**src/rtl/serial_subtractor.sv**
```systemverilog
// serial_subtractor
//
// Bit-serial subtractor: computes (X - Y - B_IN) mod 2^WIDTH, one bit per
// clock, LSB first. It uses a single full-subtractor cell and a borrow
// flip-flop, trading latency for area. A START/BUSY/DONE handshake frames
// each operation. DIFF and B_OUT hold the previous result until the edge
// that raises DONE.
//
// Optional feature: define SERIAL_SUB_OVF_EN to add the OVF port, a
// registered two's-complement overflow flag that updates together with DIFF.
//
// Ports
//   CLK    in   clock, rising edge
//   RST_N  in   synchronous active-low reset; takes priority over START
//   START  in   request, sampled only in IDLE
//   X      in   minuend [WIDTH], captured on the accepted START edge
//   Y      in   subtrahend [WIDTH], captured on the accepted START edge
//   B_IN   in   borrow-in, captured on the accepted START edge
//   DIFF   out  registered difference [WIDTH]
//   B_OUT  out  registered borrow-out (1 iff X < Y + B_IN, unsigned)
//   BUSY   out  high during the WIDTH bit-step cycles
//   DONE   out  one-cycle pulse when DIFF/B_OUT are new
//   OVF    out  signed overflow (only with SERIAL_SUB_OVF_EN)
//
// state  | meaning
// -------+-----------------------------------------------
// IDLE   | waiting for START; result registers hold
// SHIFT  | one bit-step per cycle, LSB first
// DONE_S | result just published, DONE high for one cycle

module serial_subtractor #(
  parameter int WIDTH = 4
) (
  input  logic             CLK,
  input  logic             RST_N,
  input  logic             START,
  input  logic [WIDTH-1:0] X,
  input  logic [WIDTH-1:0] Y,
  input  logic             B_IN,
  output logic [WIDTH-1:0] DIFF,
  output logic             B_OUT,
  output logic             BUSY,
`ifdef SERIAL_SUB_OVF_EN
  output logic             DONE,
  output logic             OVF
`else
  output logic             DONE
`endif
);

  localparam int CW = $clog2(WIDTH + 1);

  localparam logic [1:0] IDLE   = 2'd0;
  localparam logic [1:0] SHIFT  = 2'd1;
  localparam logic [1:0] DONE_S = 2'd2;

  logic [1:0]       state;
  logic [CW-1:0]    cnt;
  logic [WIDTH-1:0] x_sr;
  logic [WIDTH-1:0] y_sr;
  logic [WIDTH-1:0] res_sr;
  logic             borrow;

  logic             bit_x;
  logic             bit_y;
  logic             bit_d;
  logic             bit_b;
  logic [WIDTH-1:0] res_next;
  logic             last_step;

`ifdef SERIAL_SUB_OVF_EN
  // Operand sign bits are consumed by the shifters before the final step,
  // so keep copies for the overflow decision.
  logic x_msb_q;
  logic y_msb_q;
`endif

  // Full-subtractor cell on the current LSBs.
  always_comb begin
    bit_x    = x_sr[0];
    bit_y    = y_sr[0];
    bit_d    = bit_x ^ bit_y ^ borrow;
    bit_b    = (~bit_x & bit_y) | (~(bit_x ^ bit_y) & borrow);
    // Written as shift-then-overwrite so WIDTH=1 needs no empty slice.
    res_next = res_sr >> 1;
    res_next[WIDTH-1] = bit_d;
    last_step = (cnt == CW'(WIDTH - 1));
  end

  always_ff @(posedge CLK) begin
    if (!RST_N) begin
      state  <= IDLE;
      cnt    <= '0;
      x_sr   <= '0;
      y_sr   <= '0;
      res_sr <= '0;
      borrow <= 1'b0;
      DIFF   <= '0;
      B_OUT  <= 1'b0;
`ifdef SERIAL_SUB_OVF_EN
      x_msb_q <= 1'b0;
      y_msb_q <= 1'b0;
      OVF     <= 1'b0;
`endif
    end else begin
      case (state)
        IDLE: begin
          if (START) begin
            x_sr   <= X;
            y_sr   <= Y;
            borrow <= B_IN;
            cnt    <= '0;
            res_sr <= '0;
`ifdef SERIAL_SUB_OVF_EN
            x_msb_q <= X[WIDTH-1];
            y_msb_q <= Y[WIDTH-1];
`endif
            state  <= SHIFT;
          end
        end

        SHIFT: begin
          x_sr   <= x_sr >> 1;
          y_sr   <= y_sr >> 1;
          res_sr <= res_next;
          borrow <= bit_b;
          cnt    <= cnt + CW'(1);
          if (last_step) begin
            DIFF  <= res_next;
            B_OUT <= bit_b;
`ifdef SERIAL_SUB_OVF_EN
            // The bit produced on the last step is the result sign bit.
            OVF   <= (x_msb_q != y_msb_q) & (bit_d != x_msb_q);
`endif
            state <= DONE_S;
          end
        end

        DONE_S: begin
          state <= IDLE;
        end

        default: begin
          state <= IDLE;
        end
      endcase
    end
  end

  assign BUSY = (state == SHIFT);
  assign DONE = (state == DONE_S);

endmodule

```
**config.mk**
```make
export PLATFORM = sky130hd
export DESIGN_NAME = serial_subtractor
export DESIGN_NICKNAME = d
export VERILOG_FILES = /design/src/rtl/serial_subtractor.sv
export SDC_FILE = /design/constraint.sdc
export NUM_CORES = 1
export LEC_CHECK = 0
export ABC_CLOCK_PERIOD_IN_PS = 1500
export BUFFER_PORTS_ARGS = -buffer_cell sky130_fd_sc_hd__buf_2
export CAP_MARGIN = 20
export CORE_ASPECT_RATIO = 1.1
export CORE_UTILIZATION = 52
export DETAILED_ROUTE_END_ITERATION = 16
export PLACE_DENSITY = 0.74
export SLEW_MARGIN = 20
export SYNTH_ARGS = -nofsm -noshare
export SYNTH_HDL_FRONTEND = slang
export SYNTH_SLANG_ARGS = --single-unit
```
**constraint.sdc**
```tcl
create_clock -name CLK -period 1.5 [get_ports CLK]
set_clock_uncertainty 0.1 [all_clocks]
set_input_delay 0.3 -clock CLK [delete_from_list [all_inputs] [get_ports CLK]]
set_output_delay 0.3 -clock CLK [all_outputs]
set_load 0.05 [all_outputs]
```
Word-level counts from Yosys, hierarchy flattened
Cells that the tools add are included.
{"block": "op_classes", "add_sub_neg": 1, "eq_ne": 5, "mux": 13, "bitwise": 7, "reduce_logical": 5}
{"operator": "$pmux W4 S2", "n": 3}
{"operator": "$mux W4", "n": 3}
{"operator": "$pmux W3 S2", "n": 1}
{"operator": "$reduce_and A2 Y1", "n": 3}
{"operator": "$mux W2", "n": 2}
{"operator": "$pmux W2 S2", "n": 1}
{"operator": "$add A3 B1 Y3 const B", "n": 1}
{"operator": "$eq A3 B2 Y1 const B", "n": 1}
{"operator": "$mux W3", "n": 1}
{"operator": "$and A1 B1 Y1", "n": 2}
{"operator": "$eq A2 B1 Y1 const B", "n": 1}
{"operator": "$eq A2 B2 Y1 const B", "n": 1}
{"operator": "$logic_not A2 Y1", "n": 1}
{"operator": "$ne A2 B1 Y1 const B", "n": 1}
{"operator": "$ne A2 B2 Y1 const B", "n": 1}
{"operator": "$not A1 Y1", "n": 2}
{"operator": "$pmux W1 S2", "n": 1}
{"operator": "$reduce_bool A2 Y1", "n": 1}
{"operator": "$xor A1 B1 Y1", "n": 2}
{"operator": "$mux W1", "n": 1}
{"operator": "$or A1 B1 Y1", "n": 1}
{"block": "totals", "wordCells": 39, "output_inout_bits": 7, "regBits": 23, "inputBits": 12}

Logic depth before layout (Yosys ltp)
Gate-level depths: netlist of run 1.
{"block": "depth", "word_depth": 5, "depth_mapped": 6, "ltp_nobuf": 5}

Worst setup path after synthesis of run 1
OpenSTA, ideal clock, no wires.
{"block": "synth_timing", "path_type": "flip-flop to output port", "startpoint": "register state[0]", "endpoint": "output port DONE", "required_time_ns": 1.100, "path_stages_with_launch": 3, "slack_ns": -0.096, "t_arrival_ns": 1.196, "n_path_buf": 1, "cell_sequence": "dfxtp_1 buf_6 nor2b_1"}
{"block": "synth_between", "elab_chain_len": 1}
{"element": "start: declaration", "line": "57", "rtl": "logic [1:0] state;"}
{"element": "start signal: assignment", "line": "92", "rtl": "state <= IDLE;"}
{"element": "start signal: assignment", "line": "118", "rtl": "state <= SHIFT;"}
{"element": "start signal: assignment", "line": "135", "rtl": "state <= DONE_S;"}
{"element": "$eq A2 B2 Y1", "line": "151", "rtl": "assign DONE = (state == DONE_S);"}
{"element": "end: declaration", "line": "47", "rtl": "output logic DONE"}
No other way between the ends.

Final worst setup path of run 1
{"block": "layout_timing", "startpoint": "register state[1]", "endpoint": "output port BUSY"}
{"block": "layout_between", "elab_chain_len": 1}
{"element": "$eq A2 B1 Y1", "line": "150", "rtl": "assign BUSY = (state == SHIFT);"}
{"element": "end: declaration", "line": "42", "rtl": "output logic BUSY,"}
No other way between the ends.

==> impl_results.md, run 1 <==
* Synth Instances at 101
* Filler instances at 147
* Share of cells above drive strength 1 at ~28%
* Post-Synth XOR/XNOR Area at 0%
* GRT Overall Usage at around a fifth
* NumNets Final at 139
* Mux contribution to synthesized area at between 6 and 7%
* Initial antenna violation count at 0
* Synth Area in Simple Gates at 16.3%
* Total grt overflow at 0
* CTS Buffer Depth at 2
* Final Slew Violations at 0
* # setup viols final at 0
* Critical path class: reg -> out
* RSZ-0062 raised after global routing: no
* Max incr delay on CP at between 0.3 and 0.4 ns
* Initial Util at approximately 57%
* Hold WC Path Type: in -> reg
* Largest cells by area after synthesis: dfxtp_1 (47%), mux2i_1 (6.4%), nand2_1 (4.4%)
* Ys Warns at 0
* Placed cell areas at slightly above 1000 sq um
* Hold path depth at 3
* Placed Cells incl. Taps at 132
* Setup TNS at 0 ns
* WL/cell at 13.5 um
* Clk sinks at 22
* Worst r2r dst: y_sr[1]
* Antenna viol nets, final at 0
* Sequential element share of the synthesized area at a little under half
* Via density at approximately 5.6
* Via count at around 790
* Synth top area share at between 40% and 50%
* FF-to-FF setup slack at between 0.1 and 0.15 ns
* Worst slew margin at 77.7%
* Reg2reg path depth at 4
* Die W at between 40 and 50 um
* FP Rows at 15
* Syn Nets at 116
* DRT iter0 DRCs at 12
* Final WL at roughly 1900 um
* Worst-margin pin slew at roughly 0.33 ns
* PD cells at 1090 nW/um^2
* Main synth FF type: dfxtp_1
* Worst VDD drop at approximately 740 uV
* Adder-Cell Fraction of Synth Area at under 10%
* Critical-path cell list: nand2b_4 -> inv_2 -> buf_8
* Status: complete, no violations
* CP endpoint kind: output pin
* Clock Latency Late Sink at about 0.3 ns
* Power Total at approximately 1.2 mW
* DP Wirelength at 1250 um
* Cell Area, Synth at 937 sq um
* Leading area contributor after synthesis: dfxtp_1
* HP Start: Y[3]
* Slowest CP cell: dfxtp_4
* Setup crit start kind: flop
* Fmax at about 0.69 GHz
* H-tree Lvls at 1
* Most frequent cells in the layout: dfxtp_1 (20), buf_2 (16), nand2_1 (11)
* Drc violations at 0
* Distinct cells, synth at 25
* Synth Area in Compound Gates at 17.0%
* R2R Path Start: state[1]
* Core ar. at approximately 1600 sq um
* First-pass GRT wire length at around 3000 um
* TritonCTS Buffers at 3
* Fin area at around 1100 sq um
* Syn avg cell area at 9.28 sq um
* Hold EP: y_sr[3]
* TritonCTS clock tree: built
* Area Overhead vs Synth at 20.6%
* Number of port buffers at 18
* #FFs+latches synth at 22
* Leakage power at 0.476 nW
* Crit share post-route at 97.3%
* Asr flop ratio synth at 0%
* Hold Vio Cnt, Final at 0
* Root Buffer: clkbuf_4
* Post-route minimum period at 1.46 ns
* Largest net degree at the start of global routing at 21
* Final cell count without fillers at 140
* Router iterations before antenna repair at 4
* Main combinational cell family by area after synthesis: compound AO/OA/AOI/OAI gates
* # diodes at 0
* Io pins at 19
* Die area at about 2000 sq um
* Die height at approximately 47 um
* Most common cell after layout, fill and taps aside: dfxtp_1
* MaxCap Viol Count at 0
* Largest fanout on the critical path at 4
* GPL Wtd Cong at between 0.7 and 0.8
* Worst Path Arrival at around 1.1 ns
* Clk pin slew, worst setup/hold paths at between 0.1 and 0.15 ns
* EDFF count, synth at 0
* Worst Path Required at about 1.1 ns
* Vias in the first global route at 675
[kinds of logic after synthesis]
kind of cell    count (synthesis)
fa+ha+maj                       3
flops                          22
simple gates                   33
buf+inv                        14
compound gates                 23
mux                             6
[critical path, delay by kind of cell (launching register included)]
family / cells / cell delay, ns
flip-flops: 1 / 0.38
buffers and inverters: 2 / 0.23
AND/OR/NAND/NOR: 1 / 0.14
[state kept, by name (all words and copies together), names as in the netlist]
| signal | count |
|---|---|
| cnt | 3 |
| x_sr | 4 |
| DIFF | 4 |
| res_sr | 3 |
| B_OUT | 1 |
| y_sr | 4 |
| borrow | 1 |
| state | 2 |
[through the flow]
stage / hold slack, ns / utilization [%] / setup WS, ns
after floorplan: 0.328 / - / 0.133
final: 0.142 / 69.2 / 0.0402
after global placement: 0.338 / 62.5 / 0.155
after CTS: 0.137 / 67.4 / 0.0169
after global routing: 0.147 / 69.2 / 0.00498
after detailed placement: 0.353 / 62.5 / 0.0890
[final cells by class]
cell class / count / area, sq um / area share [%]
Clock buffer: 3 / 22.5 / 1.99
Timing Repair Buffer: 24 / 148 / 13.1
Sequential cell: 22 / 448 / 39.6
Multi-Input combinational cell: 66 / 434 / 38.4
Inverter: 7 / 26.3 / 2.33
Clock inverter: 1 / 30.0 / 2.66
Tap cell: 17 / 21.3 / 1.88
[Yosys cell counts, drive strengths merged, types with 2 or more instances]
master  number
nand2       11
o22ai        5
a211oi       6
ha           2
mux2i        6
dfxtp       22
nand3        6
inv          6
buf          7
nor2         9
nor4b        2
nor3         2
o21ai        8
[how the worst max path moves through the flow]
stage | end | cells past startpoint | slack (ns) | startpoint
after global routing | BUSY | 3 | 0.005 | state[1]
after detailed placement | DIFF[0] | 5 | 0.09 | cnt[0]
after global placement | DIFF[3] | 5 | 0.15 | cnt[0]
after floorplan | cnt[0] | 5 | 0.13 | state[1]
after CTS | BUSY | 3 | 0.02 | state[1]
final | BUSY | 3 | 0.04 | state[1]
[routing by layer]
metal  vias to the layer above  share of wire (%)  routed length, um  GRT usage (%)
met1                       370                 45                854           25.4
met3                         2                4.1                 77           3.53
met2                        20                 50                950           35.7
met4                         0               0.63                 12           7.50
met5                         -                  0                  0              0
li1                        397                  -                  -              -
[power by group]
group / leakage, nW / switching [mW] / internal, mW
logic: 0.267 / 0.0847 / 0.0666
clock network: 0.0279 / 0.176 / 0.270
registers: 0.181 / 0.0205 / 0.611
total: 0.476 / 0.281 / 0.948
[repair_timing]
item / in CTS / in global routing
endpoints found under the setup margin: 2 / 6
resized for setup: 7 / 3
endpoints found under the hold margin: 0 / 0
buffers inserted: 2 / 1
gates cloned: 0 / 1
hold buffers: 0 / 0
No activity file was read; power rests on OpenSTA's default activity.
==> run 2, diff against run 1 <==
--- a/config.mk
+++ b/config.mk
@@ -8,7 +8,6 @@
 export ABC_CLOCK_PERIOD_IN_PS = 1500
 export BUFFER_PORTS_ARGS = -buffer_cell sky130_fd_sc_hd__buf_2
 export CAP_MARGIN = 20
-export CORE_ASPECT_RATIO = 1.1
 export CORE_UTILIZATION = 52
 export DETAILED_ROUTE_END_ITERATION = 16
 export PLACE_DENSITY = 0.74
==> impl_results.md, run 2 (same netlist as run 1, synthesis figures left out) <==
* Drc violations at 0 (unchanged)
* Io pins at 19 (unchanged)
* FP Rows at 14 (was 15)
* CP endpoint kind: output pin (unchanged)
* # diodes at 0 (unchanged)
* Reg2reg path depth at 4 (unchanged)
* Clk pin slew, worst setup/hold paths at 0.13 ns (was 0.12 ns)
* Most frequent cells in the layout: dfxtp_1 (20), buf_2 (16), nand2_1 (11) (unchanged)
* Worst Path Required at 1.10 ns (about the same)
* Clk sinks at 22 (unchanged)
* Area Overhead vs Synth at 21.5% (was 20.6%)
* DP Wirelength at 1270 um (was 1250 um)
* MaxCap Viol Count at 0 (unchanged)
* NumNets Final at 139 (unchanged)
* RSZ-0062 raised after global routing: no (unchanged)
* Power Total at 1.24 mW (was 1.23 mW)
* Worst r2r dst: y_sr[1] (unchanged)
* Hold path depth at 3 (unchanged)
* Die height at 44.5 um (was 46.5 um)
* # setup viols final at 0 (unchanged)
* Hold WC Path Type: in -> reg (unchanged)
* Final Slew Violations at 0 (unchanged)
* Setup TNS at 0 ns (unchanged)
* Number of port buffers at 18 (unchanged)
* Most common cell after layout, fill and taps aside: dfxtp_1 (unchanged)
* TritonCTS Buffers at 3 (unchanged)
* Total grt overflow at 0 (unchanged)
* Setup crit start kind: flop (unchanged)
* Router iterations before antenna repair at 4 (unchanged)
* Root Buffer: clkbuf_4 (unchanged)
* Leakage power at 0.480 nW (was 0.476 nW)
* Fmax at 0.692 GHz (was 0.685 GHz)
* Via count at 765 (was 789)
* WL/cell at 12.8 um (was 13.5 um)
* TritonCTS clock tree: built (unchanged)
* PD cells at 1090 nW/um^2 (about the same)
* Share of cells above drive strength 1 at 29.3% (was 28.5%)
* Hold Vio Cnt, Final at 0 (unchanged)
* Status: complete, no violations (unchanged)
* Via density at 5.20 (was 5.64)
* Worst VDD drop at 891 uV (was 743 uV)
* Hold EP: y_sr[3] (unchanged)
* Initial antenna violation count at 0 (unchanged)
* GPL Wtd Cong at 0.723 (was 0.755)
* Antenna viol nets, final at 0 (unchanged)
* First-pass GRT wire length at 3020 um (was 2990 um)
* Largest net degree at the start of global routing at 21 (unchanged)
* Core ar. at 1590 sq um (was 1630 sq um)
* Die area at 1980 sq um (about the same)
* Vias in the first global route at 673 (was 675)
* Biggest regs: DIFF: 4 flops, x_sr: 4 flops, y_sr: 4 flops (unchanged)
* DRT iter0 DRCs at 20 (was 12)
* Worst-margin pin slew at 0.320 ns (was 0.331 ns)
* Crit share post-route at 96.4% (was 97.3%)
* FF-to-FF setup slack at 0.11 ns (was 0.13 ns)
* Critical path class: reg -> out (unchanged)
* Worst slew margin at 78.4% (was 77.7%)
* Clock Latency Late Sink at 0.31 ns (was 0.30 ns)
* M2 GR Usage at 33.5% (was 35.7%)
* CTS Buffer Depth at 2 (unchanged)
* H-tree Lvls at 1 (unchanged)
* Largest fanout on the critical path at 5 (was 4)
* GRT met1 Usage at 28.5% (was 25.4%)
* GRT Overall Usage at 21.2% (was 20.4%)
* Final WL at 1880 um (was 1890 um)
* HP Start: Y[3] (unchanged)
* R2R Path Start: state[1] (unchanged)
* Die W at 44.5 um (was 42.5 um)
* Initial Util at 58.8% (was 57.4%)
* Post-route minimum period at 1.45 ns (was 1.46 ns)
* Met3 Usage GRT at 2.45% (was 3.53%)
* Worst Path Arrival at 1.05 ns (was 1.06 ns)
* GRT Max-Usage Layer: met2 (unchanged)
==> run 2: cell types whose count changed in the layout (fill, tap and decap cells not counted) <==
cell / change
buf_4: +1
dfxtp_2: +1
dfxtp_4: -1
inv_2: -1
inv_4: +1
nand3b_1: -1
==> run 2: how the worst max path moves through the flow <==
stage | to | cells past startpoint | slack (ns) | startpoint
after floorplan | cnt[0] | 5 | 0.13 | state[1]
after global placement | DIFF[1] | 5 | 0.14 | cnt[0]
after detailed placement | DIFF[0] | 4 | 0.08 | state[0]
after CTS | BUSY | 3 | 0.007 | state[1]
after global routing | BUSY | 3 | 0.01 | state[1]
final | BUSY | 3 | 0.05 | state[1]
==> run 2: layout make-up <==
class,instances,area [sq um]
sequential,22,445
inverter,7,28.8
clock inverter,1,30.0
timing repair buffer,25,155
tap,24,30.0
clock buffer,3,22.5
multi-input combinational,65,427
fill,125,455
==> run 2: worst max-delay path, cell delays in order, from the launching register on <==
cell      delay [ns]
dfxtp_4         0.38
nand2b_4        0.15
inv_4           0.07
buf_8           0.14
==> run 2: metal layers <==
layer / part of all wire [%] / wire, um / up-vias
met4: 0.48 / 9 / 0
met3: 3.6 / 68 / 2
met5: 0 / 0 / -
li1: - / - / 394
met1: 47 / 873 / 349
met2: 49 / 926 / 20
==> run 2: what timing repair did <==
item | in CTS | in global routing
setup buffers | 0 | 3
cloned | 0 | 0
setup endpoints to repair | 2 | 7
pin swaps | 0 | 0
hold endpoints to repair | 0 | 0
hold buffers | 0 | 0
gates resized for setup | 9 | 1
==> run 2: metrics by stage <==
step,instances,hold WS (ns),setup WS [ns],util (%),cell area [sq um]
after global placement,140,0.340,0.140,65.0,1040
after global routing,147,0.130,0.00977,71.4,1140
final,147,0.134,0.0542,71.4,1140
after floorplan,101,0.328,0.133,-,940
after detailed placement,140,0.351,0.0755,65.0,1040
after CTS,144,0.122,0.00745,69.9,1110
==> run 2: power breakdown <==
group	leakage, nW	switching (mW)	internal (mW)
Sequential	0.181	0.0194	0.612
Clock	0.0279	0.187	0.270
Combinational	0.271	0.0861	0.0689
